==> src/rtl/instr_encoder_if.sv <==
// Request and instruction-memory write bus for instr_encoder.
// slave: encoder side; master: loader / memory side.
interface instr_encoder_if #(
    parameter int ADDR_W = 10
);
    logic              in_valid;
    logic              in_ready;
    logic [3:0]        in_kind;
    logic [4:0]        in_rs;
    logic [4:0]        in_rt;
    logic [4:0]        in_rd;
    logic [25:0]       in_imm;
    logic              im_we;
    logic              im_ready;
    logic [ADDR_W-1:0] im_addr;
    logic [31:0]       im_wdata;

    modport slave (
        input  in_valid, in_kind, in_rs, in_rt, in_rd, in_imm, im_ready,
        output in_ready, im_we, im_addr, im_wdata
    );

    modport master (
        output in_valid, in_kind, in_rs, in_rt, in_rd, in_imm, im_ready,
        input  in_ready, im_we, im_addr, im_wdata
    );
endinterface

==> src/rtl/instr_encoder.sv <==
// Packs symbolic MIPS instruction requests into 32-bit words and streams
// them into instruction memory at consecutive word addresses.
// Ports: clk, reset (sync, active-low), clear (sync restart), bus (request
// handshake + memory write), count (words written), full, done, err (sticky).
module instr_encoder #(
    parameter int ADDR_W = 10,
    parameter int DEPTH  = 1024
) (
    input  logic              clk,
    input  logic              reset,
    input  logic              clear,
    instr_encoder_if.slave    bus,
    output logic [ADDR_W:0]   count,
    output logic              full,
    output logic              done,
    output logic              err
);
    localparam logic [ADDR_W:0] DepthW = (ADDR_W+1)'(DEPTH);
    localparam logic [ADDR_W:0] OneW   = (ADDR_W+1)'(1);

    logic            weQ;
    logic [31:0]     wdataQ;
    logic [ADDR_W:0] countQ;
    logic            errQ;
    logic [31:0]     encWord;
    logic            legal;
    logic            inReady;
    logic            accept;
    logic            writeDone;

    always_comb begin
        encWord = '0;
        legal   = 1'b1;
        case (bus.in_kind)
            4'd0: encWord = {6'h00, bus.in_rs, bus.in_rt, bus.in_rd,
                             5'd0, 6'h21};
            4'd1: encWord = {6'h00, bus.in_rs, bus.in_rt, bus.in_rd,
                             5'd0, 6'h23};
            4'd2: encWord = {6'h0D, bus.in_rs, bus.in_rt, bus.in_imm[15:0]};
            4'd3: encWord = {6'h23, bus.in_rs, bus.in_rt, bus.in_imm[15:0]};
            4'd4: encWord = {6'h2B, bus.in_rs, bus.in_rt, bus.in_imm[15:0]};
            4'd5: encWord = {6'h04, bus.in_rs, bus.in_rt, bus.in_imm[15:0]};
            4'd6: encWord = {6'h0F, 5'd0, bus.in_rt, bus.in_imm[15:0]};
            4'd7: encWord = {6'h03, bus.in_imm};
            4'd8: encWord = {6'h00, bus.in_rs, 15'd0, 6'h08};
            4'd9: encWord = {6'h02, bus.in_imm};
            default: legal = 1'b0;
        endcase
    end

    // A pending word counts toward capacity so nothing is accepted that
    // could not be written.
    assign full      = (countQ + {{ADDR_W{1'b0}}, weQ}) == DepthW;
    assign done      = (countQ == DepthW) && !weQ;
    assign inReady   = (!weQ || bus.im_ready) && !full && !clear;
    assign accept    = bus.in_valid && inReady;
    assign writeDone = weQ && bus.im_ready;

    always_ff @(posedge clk) begin
        if (!reset) begin
            weQ    <= 1'b0;
            wdataQ <= '0;
            countQ <= '0;
            errQ   <= 1'b0;
        end else if (clear) begin
            weQ    <= 1'b0;
            countQ <= '0;
        end else begin
            if (writeDone)
                countQ <= countQ + OneW;
            if (accept && legal) begin
                weQ    <= 1'b1;
                wdataQ <= encWord;
            end else if (writeDone) begin
                weQ <= 1'b0;
            end
            if (accept && !legal)
                errQ <= 1'b1;
        end
    end

    // The next write address is always the number of words already written.
    assign bus.im_addr  = countQ[ADDR_W-1:0];
    assign bus.im_we    = weQ;
    assign bus.im_wdata = wdataQ;
    assign bus.in_ready = inReady;
    assign count        = countQ;
    assign err          = errQ;
endmodule

==> src/flat_wrapper.sv <==
// flat-port wrapper written by rule: the top's interface ports become plain ports
module instr_encoder_flat 
#(
    parameter int ADDR_W = 10,
    parameter int DEPTH  = 1024
)
  (clk, reset, clear, count, full, done, err, bus_in_valid, bus_in_kind, bus_in_rs, bus_in_rt, bus_in_rd, bus_in_imm, bus_im_ready, bus_in_ready, bus_im_we, bus_im_addr, bus_im_wdata);
  instr_encoder_if #(.ADDR_W(ADDR_W)) bus_i ();
  input  logic clk;
  input  logic reset;
  input  logic clear;
  output logic [ADDR_W:0] count;
  output logic full;
  output logic done;
  output logic err;
  input wire logic [$bits(bus_i.in_valid)-1:0] bus_in_valid;
  input wire logic [$bits(bus_i.in_kind)-1:0] bus_in_kind;
  input wire logic [$bits(bus_i.in_rs)-1:0] bus_in_rs;
  input wire logic [$bits(bus_i.in_rt)-1:0] bus_in_rt;
  input wire logic [$bits(bus_i.in_rd)-1:0] bus_in_rd;
  input wire logic [$bits(bus_i.in_imm)-1:0] bus_in_imm;
  input wire logic [$bits(bus_i.im_ready)-1:0] bus_im_ready;
  output wire logic [$bits(bus_i.in_ready)-1:0] bus_in_ready;
  output wire logic [$bits(bus_i.im_we)-1:0] bus_im_we;
  output wire logic [$bits(bus_i.im_addr)-1:0] bus_im_addr;
  output wire logic [$bits(bus_i.im_wdata)-1:0] bus_im_wdata;
  assign bus_i.in_valid = bus_in_valid;
  assign bus_i.in_kind = bus_in_kind;
  assign bus_i.in_rs = bus_in_rs;
  assign bus_i.in_rt = bus_in_rt;
  assign bus_i.in_rd = bus_in_rd;
  assign bus_i.in_imm = bus_in_imm;
  assign bus_i.im_ready = bus_im_ready;
  assign bus_in_ready = bus_i.in_ready;
  assign bus_im_we = bus_i.im_we;
  assign bus_im_addr = bus_i.im_addr;
  assign bus_im_wdata = bus_i.im_wdata;
  instr_encoder #(.ADDR_W(ADDR_W), .DEPTH(DEPTH)) u_core (.clk(clk), .reset(reset), .clear(clear), .bus(bus_i), .count(count), .full(full), .done(done), .err(err));
endmodule
==> config.mk <==
export PLATFORM = sky130hd
export DESIGN_NAME = instr_encoder_flat
export DESIGN_NICKNAME = d
export VERILOG_FILES = /design/src/rtl/instr_encoder_if.sv /design/src/rtl/instr_encoder.sv /design/src/flat_wrapper.sv
export SDC_FILE = /design/constraint.sdc
export NUM_CORES = 1
export LEC_CHECK = 0
export BUFFER_PORTS_ARGS = -buffer_cell sky130_fd_sc_hd__buf_2
export CORE_ASPECT_RATIO = 0.7
export CORE_MARGIN = 2
export CORE_UTILIZATION = 42
export CTS_CLUSTER_DIAMETER = 60
export CTS_CLUSTER_SIZE = 40
export DETAILED_ROUTE_END_ITERATION = 8
export GPL_ROUTABILITY_DRIVEN = 0
export PLACE_DENSITY = 0.76
export SLEW_MARGIN = 20
export SYNTH_ARGS = -nofsm -noshare
export SYNTH_HDL_FRONTEND = slang
export SYNTH_SLANG_ARGS = --single-unit
==> constraint.sdc <==
create_clock -name clk -period 2.46 [get_ports clk]
set_clock_uncertainty 0.1 [all_clocks]
set_input_delay 0.246 -clock clk [delete_from_list [all_inputs] [get_ports clk]]
set_output_delay 0.246 -clock clk [all_outputs]
set_load 0.03 [all_outputs]
==> metrics.md, run 1 <==
| Metric | Value |
|---|---|
| DRT iter0 DRCs | 230 |
| Overall Power | 1610 uW |
| Most frequent cells in the layout | buf_2 (105), nor2_1 (37), dfxtp_1 (37) |
| Arrival @ worst endpoint | 2.20 ns |
| Via count | around 2,500 |
| Critical Path Sink | bus_in_ready |
| Die W | about 93 um |
| Critical path startpoint | u_core.count[3] |
| Worst r2r dst | u_core.bus.im_wdata[13] |
| Top_reg_cell synth | dfxtp_1 |
| DIE HEIGHT | between 60 and 70 um |
| Worst R2R Path Depth | 7 |
| Core area | 5310 um^2 |
| Yosys warns | 0 |
| Finished Cell Area | 3240 um^2 |
| Post-synth EDFFs | 0 |
| Wire length on met2 | 2990 um |
| Asr flop ratio synth | 0% |
| Final WS setup | -0.0851 ns |
| CTS buffer count | 5 |
| Diodes inserted | 0 |
| Syn avg cell area | 8.27 um^2 |
| H-Tree Depth | 2 |
| # IOs | between 100 and 150 |
| Final Util | 60.9% |
| Multi-input gate area | 1350 um^2 |
| NumNets Final | 446 |
| Clk slew on worst S/H paths | 0.09 ns |
| Vias in the first global route | 2,117 |
| Cell variety after synth | 47 |
| Violated checks | negative setup slack |
| Register area | 895 um^2 |
| Static Leak | 0.00147 uW |
| DP Wirelength | 4830 um |
| Mapped cell area | roughly 2300 um^2 |
| Fmax | 0.393 GHz |
| Flops & latches, synth | 44 |
| FILL cells | 480 |
| CTS root buf | clkbuf_8 |
| Max-slew violation count | 0 |
| Critical path start-end classification | flop to output port |
| Row count | 22 |
| Routed wire per std cell | 14.7 um |
| Most common cell after layout, fill and taps aside | buf_2 |
| DP Worst Slack | 0.0222 ns |
| Routed Antenna Nets | 0 |
| WL final | 6820 um |
| Worst reg2reg startpoint | u_core.count[3] |
| CTS sink cnt | 44 |
| CP Capture Type | output port |
| Routed length on met3 | a little under 600 um |
| First-pass GRT wire length | between 10,000 and 15,000 um |
| Seq/Total Area, Yosys | 37.5% |
| Worst-margin pin slew | ~0.50 ns |
| Cell area power density | 496 nW/um^2 |
| R2R Setup Slk | about 0.10 ns |
| Slew headroom | between 60 and 70% |
| Max Used Layer | met4 |
| Gr ovfl total | 0 |
| Worst Path Required | 2.11 ns |
| CTS tree | yes |
| Max-cap violation count | 0 |
| Fin crit period | 2.55 ns |
| Status | finished with violations |
| Final Hold Vio Count | 0 |
| GRT Resource Usage Total | 21.1% |
| RSZ-0062 raised after global routing | true |
| Clock Latency Late Sink | 0.29 ns |
| Maximum VDD drop | 0.250 mV |
| Worst hold path type | primary input to flop |
| Initial antenna violation count | 0 |
| Post-DP Area | 2970 um^2 |
| Synthesis-to-finish area growth | 37.8% |
| TritonRoute pass-1 iters | 4 |
| Layout cell share with drive strength beyond 1 | 41.0% |
| Routed length on met1 | between 3000 and 4000 um |
| Period utilisation layout | 103% |
| Worst Path Max Fanout | 3 |
| Cells after synthesis | 284 |
| Crit start category | flop |
| Initial core utilization | 44.2% |
| Post-route setup TNS | -0.148 ns |
| I/O Buffers | 106 |
| Die ar. | 6220 um^2 |
| Pin count of the biggest net entering global routing | 60 |
| Clock buffer depth | 2 |
| Drt drc | 0 |
| Vias per cell | between 5 and 6 |
| Final setup violating endpoints | 2 |
| Synthesized net count | 338 |
synth_stat cells (all sizes together) (2+ instances only):
master	n	area [um^2]
nand3	10	50.1
a211oi	14	105
dfxtp	44	881
xor2	3	26.3
nor2	37	139
nor3	6	35.0
buf	18	125
or3	4	25.0
nand2b	3	18.8
o2bb2ai	3	26.3
and3	2	12.5
a32oi	10	87.6
clkbuf	14	52.6
xnor2	7	61.3
o21ai	10	50.1
o221ai	5	43.8
or4	2	15.0
a21oi	9	45.0
o211a	5	50.1
a22oi	10	75.1
nand2	22	82.6
and4	2	17.5
a31oi	3	18.8
nor2b	2	12.5
nand4	10	62.6
and2	2	12.5
a211o	2	17.5
inv	8	30.0
ha	4	50.1
timing repair:
item                                    in CTS  in global routing
endpoints found under the setup margin       2                 13
buffers inserted                             9                  1
pin swaps                                    4                  0
hold buffers                                 0                  0
hold endpoints to repair                     0                  0
gates resized for setup                     11                  4
how the worst min path moves through the flow:
stage,cells after the start,end,slack (ns),start
floorplan,2,u_core.bus.im_wdata[7],0.29,bus_in_imm[7]
global placement,2,u_core.bus.im_wdata[9],0.34,u_core.bus.im_wdata[9]
detailed placement,2,u_core.bus.im_wdata[10],0.34,u_core.bus.im_wdata[10]
CTS,3,u_core.bus.im_wdata[4],0.08,bus_in_imm[4]
global route,3,u_core.bus.im_wdata[4],0.09,bus_in_imm[4]
finish,3,u_core.bus.im_wdata[4],0.08,bus_in_imm[4]
cells by family after synthesis:
kind of cell    Yosys count  share of synthesized area, %
xor+xnor                 10                          3.73
other cells               1                         0.160
buf+inv                  41                          9.00
fa+ha+maj                 4                          2.13
compound gates           79                          25.8
simple gates            104                          21.3
flops                    44                          37.5
mux                       1                         0.426
critical path, cell delays in order (launching register included):
cell       delay (ns)
dfxtp_4          0.35
or3_1            0.37
a211o_1          0.31
a2111oi_4        0.39
and3_4           0.26
nor3_2           0.04
buf_4            0.17
power by group:
group	switching [uW]	internal, uW
Sequential	13.1	736
Clock	249	332
Combinational	174	102
Total	436	1170
metrics by stage:
step	hold WS, ns	instances
floorplan	0.289	284
global placement	0.336	447
detailed placement	0.341	447
CTS	0.0761	464
global route	0.0857	465
finish	0.0848	465
per-layer routing:
layer	vias up	GRT usage (%)
met5	-	0
met3	14	5.54
met4	0	5.88
li1	1254	-
met2	115	31.7
met1	1154	29.7
registers in the layout, indices dropped and copies added (netlist names):
name,count
u_core.bus.im_wdata,31
u_core.bus.im_we,1
u_core.count,11
u_core.err,1
final cells by class:
type                            instances  area share, %
Clock buffer                            6           2.55
Clock inverter                          2           1.20
Inverter                                9           1.04
Multi-Input combinational cell        199           41.6
Sequential cell                        44           27.6
Tap cell                               72           2.78
Timing Repair Buffer                  133           23.1
(Power assumes the default switching activity.)
==> inputs of run 2 (changes only) <==
Settings changed: CELL_PAD_IN_SITES_DETAIL_PLACEMENT set to 2, CELL_PAD_IN_SITES_GLOBAL_PLACEMENT set to 2, CORE_UTILIZATION 42 to 23, PLACE_DENSITY 0.76 to unset, PLACE_DENSITY_LB_ADDON set to 0.1.
==> run 2 against run 1 <==
  * The run still ends with negative setup slack left
  * Hold slack improved by 0.0072 ns
  * Fmax is 1.5% higher
  * Via count shrank 0.24%
  * Sequential share of layout area is 0.96 points lower
  * Worst setup slack gained 0.037 ns
  * Combinational power grew 5%
  * Critical path depth is the same
  * Cell count up 12%
  * Critical endpoint unchanged
  * Largest cell class unchanged
==> metrics.md, run 2 (synthesized netlist as in run 1, its figures left out) <==
| Metric | Value |
|---|---|
| Via count | 2,531 (was 2,537) |
| H-Tree Depth | 2 (unchanged) |
| Die W | 125 um (was 93.4 um) |
| Vias per cell | 4.86 (was 5.46) |
| Status | finished with violations (unchanged) |
| Final std cells w/o fill | 521 (was 465) |
| Arrival @ worst endpoint | 2.16 ns (was 2.20 ns) |
| Clk slew on worst S/H paths | 0.06 ns (was 0.09 ns) |
| Diodes inserted | 0 (unchanged) |
| Most common cell after layout, fill and taps aside | buf_2 (unchanged) |
| Cell area power density | 531 nW/um^2 (was 496 nW/um^2) |
| CTS buffer count | 5 (unchanged) |
| Fmax | 0.399 GHz (was 0.393 GHz) |
| Die ar. | 11,000 um^2 (was 6220 um^2) |
| CTS tree | yes (unchanged) |
| Initial antenna violation count | 0 (unchanged) |
| Maximum VDD drop | 0.243 mV (was 0.250 mV) |
| # IOs | 108 (unchanged) |
| Gr ovfl total | 0 (unchanged) |
| Worst Path Required | 2.11 ns (about the same) |
| Row count | 30 (was 22) |
| Final WS setup | -0.0477 ns (was -0.0851 ns) |
| RSZ-0062 raised after global routing | true (unchanged) |
| Max reg flops | 31 (unchanged) |
| Final setup violating endpoints | 1 (was 2) |
| I/O Buffers | 106 (unchanged) |
| Crit start category | flop (unchanged) |
| Layout cell share with drive strength beyond 1 | 41.2% (was 41.0%) |
| Routed Antenna Nets | 0 (unchanged) |
| Worst Path Max Fanout | 3 (unchanged) |
| Worst-margin pin slew | 0.655 ns (was 0.501 ns) |
| Routed wire per std cell | 17.7 um (was 14.7 um) |
| DP Wirelength | 6830 um (was 4830 um) |
| TritonRoute pass-1 iters | 4 (unchanged) |
| Critical path start-end classification | flop to output port (unchanged) |
| Slew headroom | 56.4% (was 66.6%) |
| Pin count of the biggest net entering global routing | 46 (was 60) |
| Violated checks | negative setup slack (unchanged) |
| Met1 global-route usage | 25.3% (was 29.7%) |
| Core area | 9800 um^2 (was 5310 um^2) |
| NumNets Final | 446 (unchanged) |
| Placed cells | 506 (was 447) |
| Post-route setup TNS | -0.0477 ns (was -0.148 ns) |
| Static Leak | 0.00151 uW (was 0.00147 uW) |
| Max-slew violation count | 0 (unchanged) |
| Final Hold Vio Count | 0 (unchanged) |
| GRT Resource Usage Total | 17.0% (was 21.1%) |
| Most frequent cells in the layout | buf_2 (104), nor2_1 (37), dfxtp_1 (36) (was buf_2 (105), nor2_1 (37), dfxtp_1 (37)) |
| FILL cells | 1,148 (was 480) |
| DIE HEIGHT | 88.5 um (was 66.6 um) |
| Period utilisation layout | 102% (was 103%) |
| Worst hold path type | primary input to flop (unchanged) |
| Vias in the first global route | 2,643 (was 2,117) |
| GR Layer Usage met3 | 4.59% (was 5.54%) |
| Drt drc | 0 (unchanged) |
| Clock buffer depth | 2 (unchanged) |
| Synthesis-to-finish area growth | 43.3% (was 37.8%) |
| CP Capture Type | output port (unchanged) |
| Clock Latency Late Sink | 0.29 ns (about the same) |
| Busiest grt layer | met1 (was met2) |
| WL final | 9230 um (was 6820 um) |
| CTS root buf | clkbuf_16 (was clkbuf_8) |
| DRT iter0 DRCs | 66 (was 230) |
| Met2 Track Usage GR | 24.6% (was 31.7%) |
| Max-cap violation count | 0 (unchanged) |
| First-pass GRT wire length | 14,800 um (was 10,400 um) |
| Fin crit period | 2.51 ns (was 2.55 ns) |
| Overall Power | 1790 uW (was 1610 uW) |
| Initial core utilization | 24.0% (was 44.2%) |
| CTS sink cnt | 44 (unchanged) |
| # hold bufs at CTS | 0 (unchanged) |
| Hold Slack | 0.0920 ns (was 0.0848 ns) |
run 2: path summary, 6_finish.rpt:
kind                               start                       to  slack [ns]  cells after the start
setup / recovery         u_core.count[2]             bus_in_ready       -0.05                      6
hold / removal             bus_in_imm[6]   u_core.bus.im_wdata[6]        0.09                      3
setup reg to reg         u_core.count[2]  u_core.bus.im_wdata[19]        0.13                      7
hold reg to reg   u_core.bus.im_wdata[2]   u_core.bus.im_wdata[2]        0.35                      2
run 2: worst max-delay path, cell delays in order (launching register included):
cell and delay, ns:
dfxtp_4 0.36, or4_4 0.54, o32a_1 0.21, a2111oi_4 0.31, and3_4 0.26, nor3_2 0.04, buf_4 0.16
run 2: per-layer routing:
| layer | vias to the layer above | share of wire, % |
|---|---|---|
| met2 | 72 | 41 |
| met3 | 8 | 5.1 |
| met5 | - | 0 |
| met4 | 0 | 0.80 |
| met1 | 1200 | 53 |
| li1 | 1251 | - |
run 2: through the flow:
step                      cell area, um^2  utilization, %  worst slack, ns
final                                3370            34.4          -0.0477
after global routing                 3370            34.4           -0.126
after CTS                            3340            34.1          -0.0408
after detailed placement             3060            31.2         -0.00112
after global placement               3060            31.2           0.0632
after floorplan                      2380               -         0.000489
run 2: what timing repair did:
item,4_1_cts,5_1_grt
hold endpoints to repair,0,0
pin swaps,6,1
buffers inserted,6,1
setup endpoints to repair,8,5
gates resized for setup,15,5
run 2: layout make-up:
type / instances / area (um^2) / area share, %
Timing Repair Buffer: 133 / 754 / 22.4
Clock buffer: 7 / 164 / 4.87
Tap cell: 128 / 160 / 4.76
Sequential cell: 44 / 898 / 26.7
Clock inverter: 1 / 8.76 / 0.260
Inverter: 9 / 33.8 / 1.00
Multi-Input combinational cell: 199 / 1350 / 40.0
run 2: power breakdown:
| part | internal, uW | total (uW) | switching (uW) |
|---|---|---|---|
| clock | 468 | 750 | 282 |
| sequential | 736 | 749 | 13.3 |
| combinational | 103 | 289 | 186 |
| total | 1310 | 1790 | 482 |
